==> src/rtl/fifo_burst_reader.sv <==
// Read-side burst controller for the synchronous FIFO: pops burst_len words and
// streams them out on valid/ready through a 3-entry skid buffer that hides the FIFO read latency.
module fifo_burst_reader #(
    parameter int DATA_W = 8,
    parameter int LEN_W  = 8
) (
    input  logic              clk,
    input  logic              reset,
    input  logic              start,
    input  logic [LEN_W-1:0]  burst_len,
    output logic              busy,
    output logic              done,
    input  logic              fifo_empty,
    input  logic [DATA_W-1:0] fifo_data,
    output logic              fifo_rd_en,
    output logic              m_valid,
    output logic [DATA_W-1:0] m_data,
    input  logic              m_ready,
    output logic [LEN_W-1:0]  words_out
);

    typedef enum logic [1:0] {
        ST_IDLE = 2'd0,
        ST_RUN  = 2'd1,
        ST_DONE = 2'd2
    } state_t;

    localparam logic [LEN_W-1:0] LEN_ZERO = {LEN_W{1'b0}};
    localparam logic [LEN_W-1:0] LEN_ONE  = {{(LEN_W-1){1'b0}}, 1'b1};
    localparam logic [DATA_W-1:0] DATA_ZERO = {DATA_W{1'b0}};

    state_t            state_r;
    state_t            state_s;
    logic [LEN_W-1:0]  len_r;
    logic [LEN_W-1:0]  issued_r;
    logic [LEN_W-1:0]  words_out_r;
    logic              inflight_r;
    logic [1:0]        occ_r;
    logic [1:0]        occ_s;
    logic [DATA_W-1:0] q0_r;
    logic [DATA_W-1:0] q1_r;
    logic [DATA_W-1:0] q2_r;
    logic [DATA_W-1:0] q0_s;
    logic [DATA_W-1:0] q1_s;
    logic [DATA_W-1:0] q2_s;
    logic              rd_en_s;
    logic              xfer_s;
    logic              start_acc_s;

    // Output decode from registered state; fifo_rd_en is the only combinational path (from fifo_empty).
    assign m_valid    = (occ_r != 2'd0);
    assign m_data     = q0_r;
    assign busy       = (state_r != ST_IDLE);
    assign done       = (state_r == ST_DONE);
    assign words_out  = words_out_r;
    assign fifo_rd_en = rd_en_s;
    assign xfer_s     = m_valid && m_ready;

    // Read credit: a word may be requested only if the skid buffer can hold it along with any in-flight word.
    always_comb begin
        rd_en_s = 1'b0;
        if ((state_r == ST_RUN) && !fifo_empty && (issued_r < len_r) &&
            ((occ_r + {1'b0, inflight_r}) < 2'd3)) begin
            rd_en_s = 1'b1;
        end else begin
            rd_en_s = 1'b0;
        end
    end

    // Next-state logic for the burst FSM.
    always_comb begin
        state_s     = state_r;
        start_acc_s = 1'b0;
        case (state_r)
            ST_IDLE: begin
                if (start) begin
                    start_acc_s = 1'b1;
                    state_s     = (burst_len == LEN_ZERO) ? ST_DONE : ST_RUN;
                end else begin
                    state_s = ST_IDLE;
                end
            end
            ST_RUN: begin
                if (xfer_s && ((words_out_r + LEN_ONE) == len_r)) begin
                    state_s = ST_DONE;
                end else begin
                    state_s = ST_RUN;
                end
            end
            ST_DONE: state_s = ST_IDLE;
            default: state_s = ST_IDLE;
        endcase
    end

    // Skid queue update: pop shifts toward the head first, then the returning FIFO word lands behind the survivors.
    always_comb begin
        q0_s  = q0_r;
        q1_s  = q1_r;
        q2_s  = q2_r;
        occ_s = occ_r;
        if (xfer_s) begin
            q0_s  = q1_r;
            q1_s  = q2_r;
            occ_s = occ_r - 2'd1;
        end else begin
            occ_s = occ_r;
        end
        if (inflight_r) begin
            case (occ_s)
                2'd0:    q0_s = fifo_data;
                2'd1:    q1_s = fifo_data;
                2'd2:    q2_s = fifo_data;
                default: q2_s = q2_r;
            endcase
            occ_s = occ_s + 2'd1;
        end else begin
            occ_s = occ_s;
        end
    end

    // State, skid buffer and in-flight tracking registers.
    always_ff @(posedge clk) begin
        if (!reset) begin
            state_r    <= ST_IDLE;
            occ_r      <= 2'd0;
            inflight_r <= 1'b0;
            q0_r       <= DATA_ZERO;
            q1_r       <= DATA_ZERO;
            q2_r       <= DATA_ZERO;
        end else begin
            state_r    <= state_s;
            occ_r      <= occ_s;
            inflight_r <= rd_en_s;
            q0_r       <= q0_s;
            q1_r       <= q1_s;
            q2_r       <= q2_s;
        end
    end

    // Burst length and counters; words_out keeps the final count after the burst until the next accepted start.
    always_ff @(posedge clk) begin
        if (!reset) begin
            len_r       <= LEN_ZERO;
            issued_r    <= LEN_ZERO;
            words_out_r <= LEN_ZERO;
        end else if (start_acc_s) begin
            len_r       <= burst_len;
            issued_r    <= LEN_ZERO;
            words_out_r <= LEN_ZERO;
        end else begin
            if (rd_en_s) begin
                issued_r <= issued_r + LEN_ONE;
            end
            if (xfer_s) begin
                words_out_r <= words_out_r + LEN_ONE;
            end
        end
    end

endmodule

==> config.mk <==
export PLATFORM = sky130hd
export DESIGN_NAME = fifo_burst_reader
export DESIGN_NICKNAME = d
export VERILOG_FILES = /design/src/rtl/fifo_burst_reader.sv
export SDC_FILE = /design/constraint.sdc
export NUM_CORES = 1
export LEC_CHECK = 0
export ABC_AREA = 1
export CORE_MARGIN = 5
export CORE_UTILIZATION = 59
export DETAILED_ROUTE_END_ITERATION = 7
export PLACE_DENSITY = 0.85
export REMOVE_ABC_BUFFERS = 1
export SYNTH_ARGS = -nofsm -noshare
export SYNTH_HDL_FRONTEND = slang
export SYNTH_SLANG_ARGS = --single-unit
==> constraint.sdc <==
create_clock -name clk -period 5.1 [get_ports clk]
set_input_delay 1.02 -clock clk [delete_from_list [all_inputs] [get_ports clk]]
set_output_delay 1.02 -clock clk [all_outputs]
set_load 0.02 [all_outputs]
# == After elaboration in Yosys (flattened, before gate mapping) ==
# Index checks and enable logic that the tools add are counted.
# totals
output_inout_bits,20
in_bits,21
register_bits,53
word_cells,50
# classes
n_reduce_logical,13
n_lt_le_gt_ge,2
muxes,15
bitwise,1
eq_ne,5
n_addsub,5
# ops
operator,count
8-bit two-way mux,6
"8-bit by 1-bit adder with 8-bit output, second input constant",2
2-bit two-way mux,5
8-bit equality test,1
8-bit logical NOT,1
8-bit < comparator,1
1-bit logical AND,5
"2-bit by 1-bit equality test with 1-bit output, second input constant",2
"2-bit equality test, second input constant",2
2-bit logical NOT,2
2-bit case mux with 2 select lines,1
2-bit nonzero test,2
1-bit two-way mux,3
2-bit by 1-bit adder with 2-bit output,1
"2-bit by 1-bit adder with 2-bit output, second input constant",1
"2-bit < comparator, second input constant",1
2-bit AND reduction,1
2-bit OR reduction,1
"2-bit by 1-bit subtractor with 2-bit output, second input constant",1
1-bit logical NOT,1
1-bit NOT,1

# == Logic depth before layout (Yosys ltp) ==
# depth
depth_word,6
depth_mapped,13
mapped_depth_nobuf,12

# == Worst setup path before layout ==
# No wires, ideal clock.
# synth_path
path_kind,in2out
startpoint,in fifo_empty
endpoint,out fifo_rd_en
required_time_ps,4080
n_path_buf,1
path_stages,4
arrival_ps,1608
setup_slack_ps,2472
cell_sequence,nor3_1 nand4_1 buf_2 inv_1
# synth_via
elab_chain_cells,5
# synth_lines
item,line_no,source
from (decl),13,"input logic fifo_empty,"
1-bit logical NOT,62,if ((state_r == ST_RUN) && !fifo_empty && (issued_r < len_r) &&
1-bit logical AND (3 in series),62,
1-bit two-way mux,62,
to (decl),15,"output logic fifo_rd_en,"
# No other way between the ends.

# == Worst setup path after layout ==
# Same ends and word-level chain as after synthesis.

==> summary.md <==
| Metric | Value |
|---|---|
| Die Y | `79.9 um` |
| Initial Util | `61.0%` |
| Slew Viols, Final | `0` |
| Post-CTS Hold Buffers | `0` |
| I/O pins | `41` |
| Antenna violations before repair | `0` |
| Buffers on Ports | `40` |
| Startpoint Class | `input pin` |
| CTS tree | `yes` |
| Fraction of registers with async set/reset | `0%` |
| CTS max path bufs | `2` |
| Critical Path Sink Type | `primary output` |
| Design area | `0.00341 mm^2` |
| First-pass DRT Iterations | `4` |
| Worst VDD drop | `170 uV` |
| Final clock skew | `0.00446 ns` |
| Share of cells above drive strength 1 | `7.32%` |
| TNS Setup | `0 ns` |
| Top cell type's share of synthesized area | `36.9%` |
| Top_reg_cell synth | `dfxtp_1` |
| Row Count | `25` |
| Placed cell area | `0.00332 mm^2` |
| Crit-path max FO | `11` |
| Vias | `2695` |
| Critical Path AT | `2.79 ns` |
| Post-synth EDFFs | `0` |
| Min-Delay Path Class | `reg2reg` |
| # Max-Cap Violations | `0` |
| GPL Wtd Cong | `0.902` |
| Number of global-route vias before repair | `2571` |
| Max Clk Rate | `263 MHz` |
| Top post-synthesis cells by area | `dfxtp_1, nand2_1, nand3_1` |
| Post-Place Cells | `511` |
| Post-DP HPWL | `4.63 mm` |
| Clock slew at reported path FFs | `0.09 ns` |
| Register bit total from synthesis | `53` |
| Post-CTS setup buffers | `0` |
| Post-Syn Instances | `415` |
| Total global routing track utilization | `22.4%` |
| Post-synth top area cell | `dfxtp_1` |
| Crit Path Category | `in2out` |
| Worst EP required | `4.08 ns` |
| Tightest Pin Transition | `0.598 ns` |
| Routed WL | `6.40 mm` |
| Synth warn | `0` |
| Relative slew slack | `60.2%` |
| Final Cycle Share | `74.6%` |
| Sequential fraction of the synthesis area | `36.9%` |
| Most common library cells after synthesis | `nand2_1, inv_1, dfxtp_1, nand3_1, nor2_1` |
| Clock Latency Late Sink | `0.31 ns` |
| # DRC | `0` |
| Vias per Instance | `5.20` |
| Clock Sinks | `53` |
| Status | `finished clean` |
| Cell depth of the worst hold path | `2` |
| Power Total | `0.00101 W` |
| Final std cells w/o fill | `518` |
| Most frequent cell after synthesis | `nand2_1` |
| Endpoints failing setup | `0` |
| Final hold violations | `0` |
| Mapped cell area | `0.00288 mm^2` |
| H-tree depth reported by CTS | `2` |
| Fillers | `428` |
| CTS resizes | `0` |
| CTS Root Cell | `clkbuf_8` |
| R2R depth | `12` |
| Die ar. | `0.00638 mm^2` |
| Core area | `0.00472 mm^2` |
| Fin nets | `486` |
| Final min period | `3.81 ns` |
| Avg WL per Cell | `12.4 um` |
| Num CTS Buffers | `5` |
| DRT iter0 DRCs | `182` |
| Die X | `79.9 um` |
| First-pass GRT wire length | `11.4 mm` |
| PwrDens | `297 mW/mm^2` |
| Syn_area_per_cell | `6.94 um^2` |
| Largest net degree at the start of global routing | `34` |
| Area growth syn-to-layout | `18.3%` |
| Routed Antenna Nets | `0` |
| # diodes | `0` |
| RSZ-0062 raised after global routing | `false` |
| Unique cell type count in the Yosys netlist | `27` |
| GR Overflow Total | `0` |
| P_leak | `1.56 nW` |
## final timing paths
path | start | end | slack, ns
max | fifo_empty | fifo_rd_en | 1.29
min | q2_r[2] | q2_r[2] | 0.50
max reg2reg | occ_r[0] | q1_r[0] | 2.66
min reg2reg | q2_r[2] | q2_r[2] | 0.50
## through the flow
stage | util (%) | hold WS, ns | setup slack, ns
finish | 72.1 | 0.495 | 1.29
global route | 72.1 | 0.509 | 1.23
floorplan | - | 0.455 | 2.36
detailed placement | 70.2 | 0.477 | 1.29
CTS | 72.1 | 0.496 | 1.28
global placement | 70.2 | 0.463 | 1.34
## registers in the layout, indices dropped and copies added (netlist names)
name / flops
inflight_r: 1
issued_r: 8
len_r: 8
m_data: 8
occ_r: 2
q1_r: 8
q2_r: 8
state_r: 2
words_out: 8
## logic make-up after synthesis
| family | count (synthesis) | share of synthesized area, % |
|---|---|---|
| DFF | 53 | 36.9 |
| AOI/OAI and AO/OA | 67 | 13.7 |
| and+or+nand+nor | 196 | 30.3 |
| adders and majority gates | 14 | 6.08 |
| xor gates and xnor gates | 9 | 2.74 |
| buffers and inverters | 76 | 10.3 |
## where the power goes
group / total [W] / switching [W] / internal, W
registers: 0.000472 / 0.0000291 / 0.000443
clock network: 0.000249 / 0.000141 / 0.000108
logic: 0.000290 / 0.000178 / 0.000112
total: 0.00101 / 0.000348 / 0.000663
## metal layers
| metal | track usage, % | up-vias | part of all wire [%] |
|---|---|---|---|
| li1 | - | 1416 | - |
| met3 | 5.19 | 13 | 4.6 |
| met4 | 8.28 | 0 | 2.2 |
| met5 | 0 | - | 0 |
| met2 | 37.6 | 62 | 48 |
| met1 | 27.7 | 1204 | 45 |
## layout make-up
cell class / instances / area (um^2) / share of cell area (%)
tap: 67 / 83.8 / 2.46
clock buffer: 6 / 82.6 / 2.42
multi-input combinational: 286 / 1520 / 44.6
clock inverter: 1 / 7.51 / 0.220
inverter: 63 / 236 / 6.94
sequential: 53 / 1060 / 31.1
timing repair buffer: 42 / 415 / 12.2
## cells in the final DEF, fill, tap and decap left out
cell              n
nor2_2            6
buf_4             2
nand3_1          46
or2_2             1
dfxtp_1          53
clkinvlp_4        1
nand4_1           5
nand3_2           1
a21o_1            1
nor4_1            1
a21oi_2           1
ha_1             14
a211oi_1          1
nor3_1            2
o21ai_0          20
a21oi_1          24
and3_1            1
o211ai_1         20
inv_2             7
inv_1            56
xnor2_1           1
nand2_2           5
nor2_4            3
nand2_1          94
xor2_1            8
clkbuf_8          6
nor2_1           31
clkdlybuf4s50_1  40
## critical path: stages
cell and delay [ns]:
clkdlybuf4s50_1 0.42, nor3_1 0.19, nand4_1 0.39, inv_1 0.15, clkdlybuf4s50_1 0.62
Note: power is estimated with default switching activity, not from simulation.
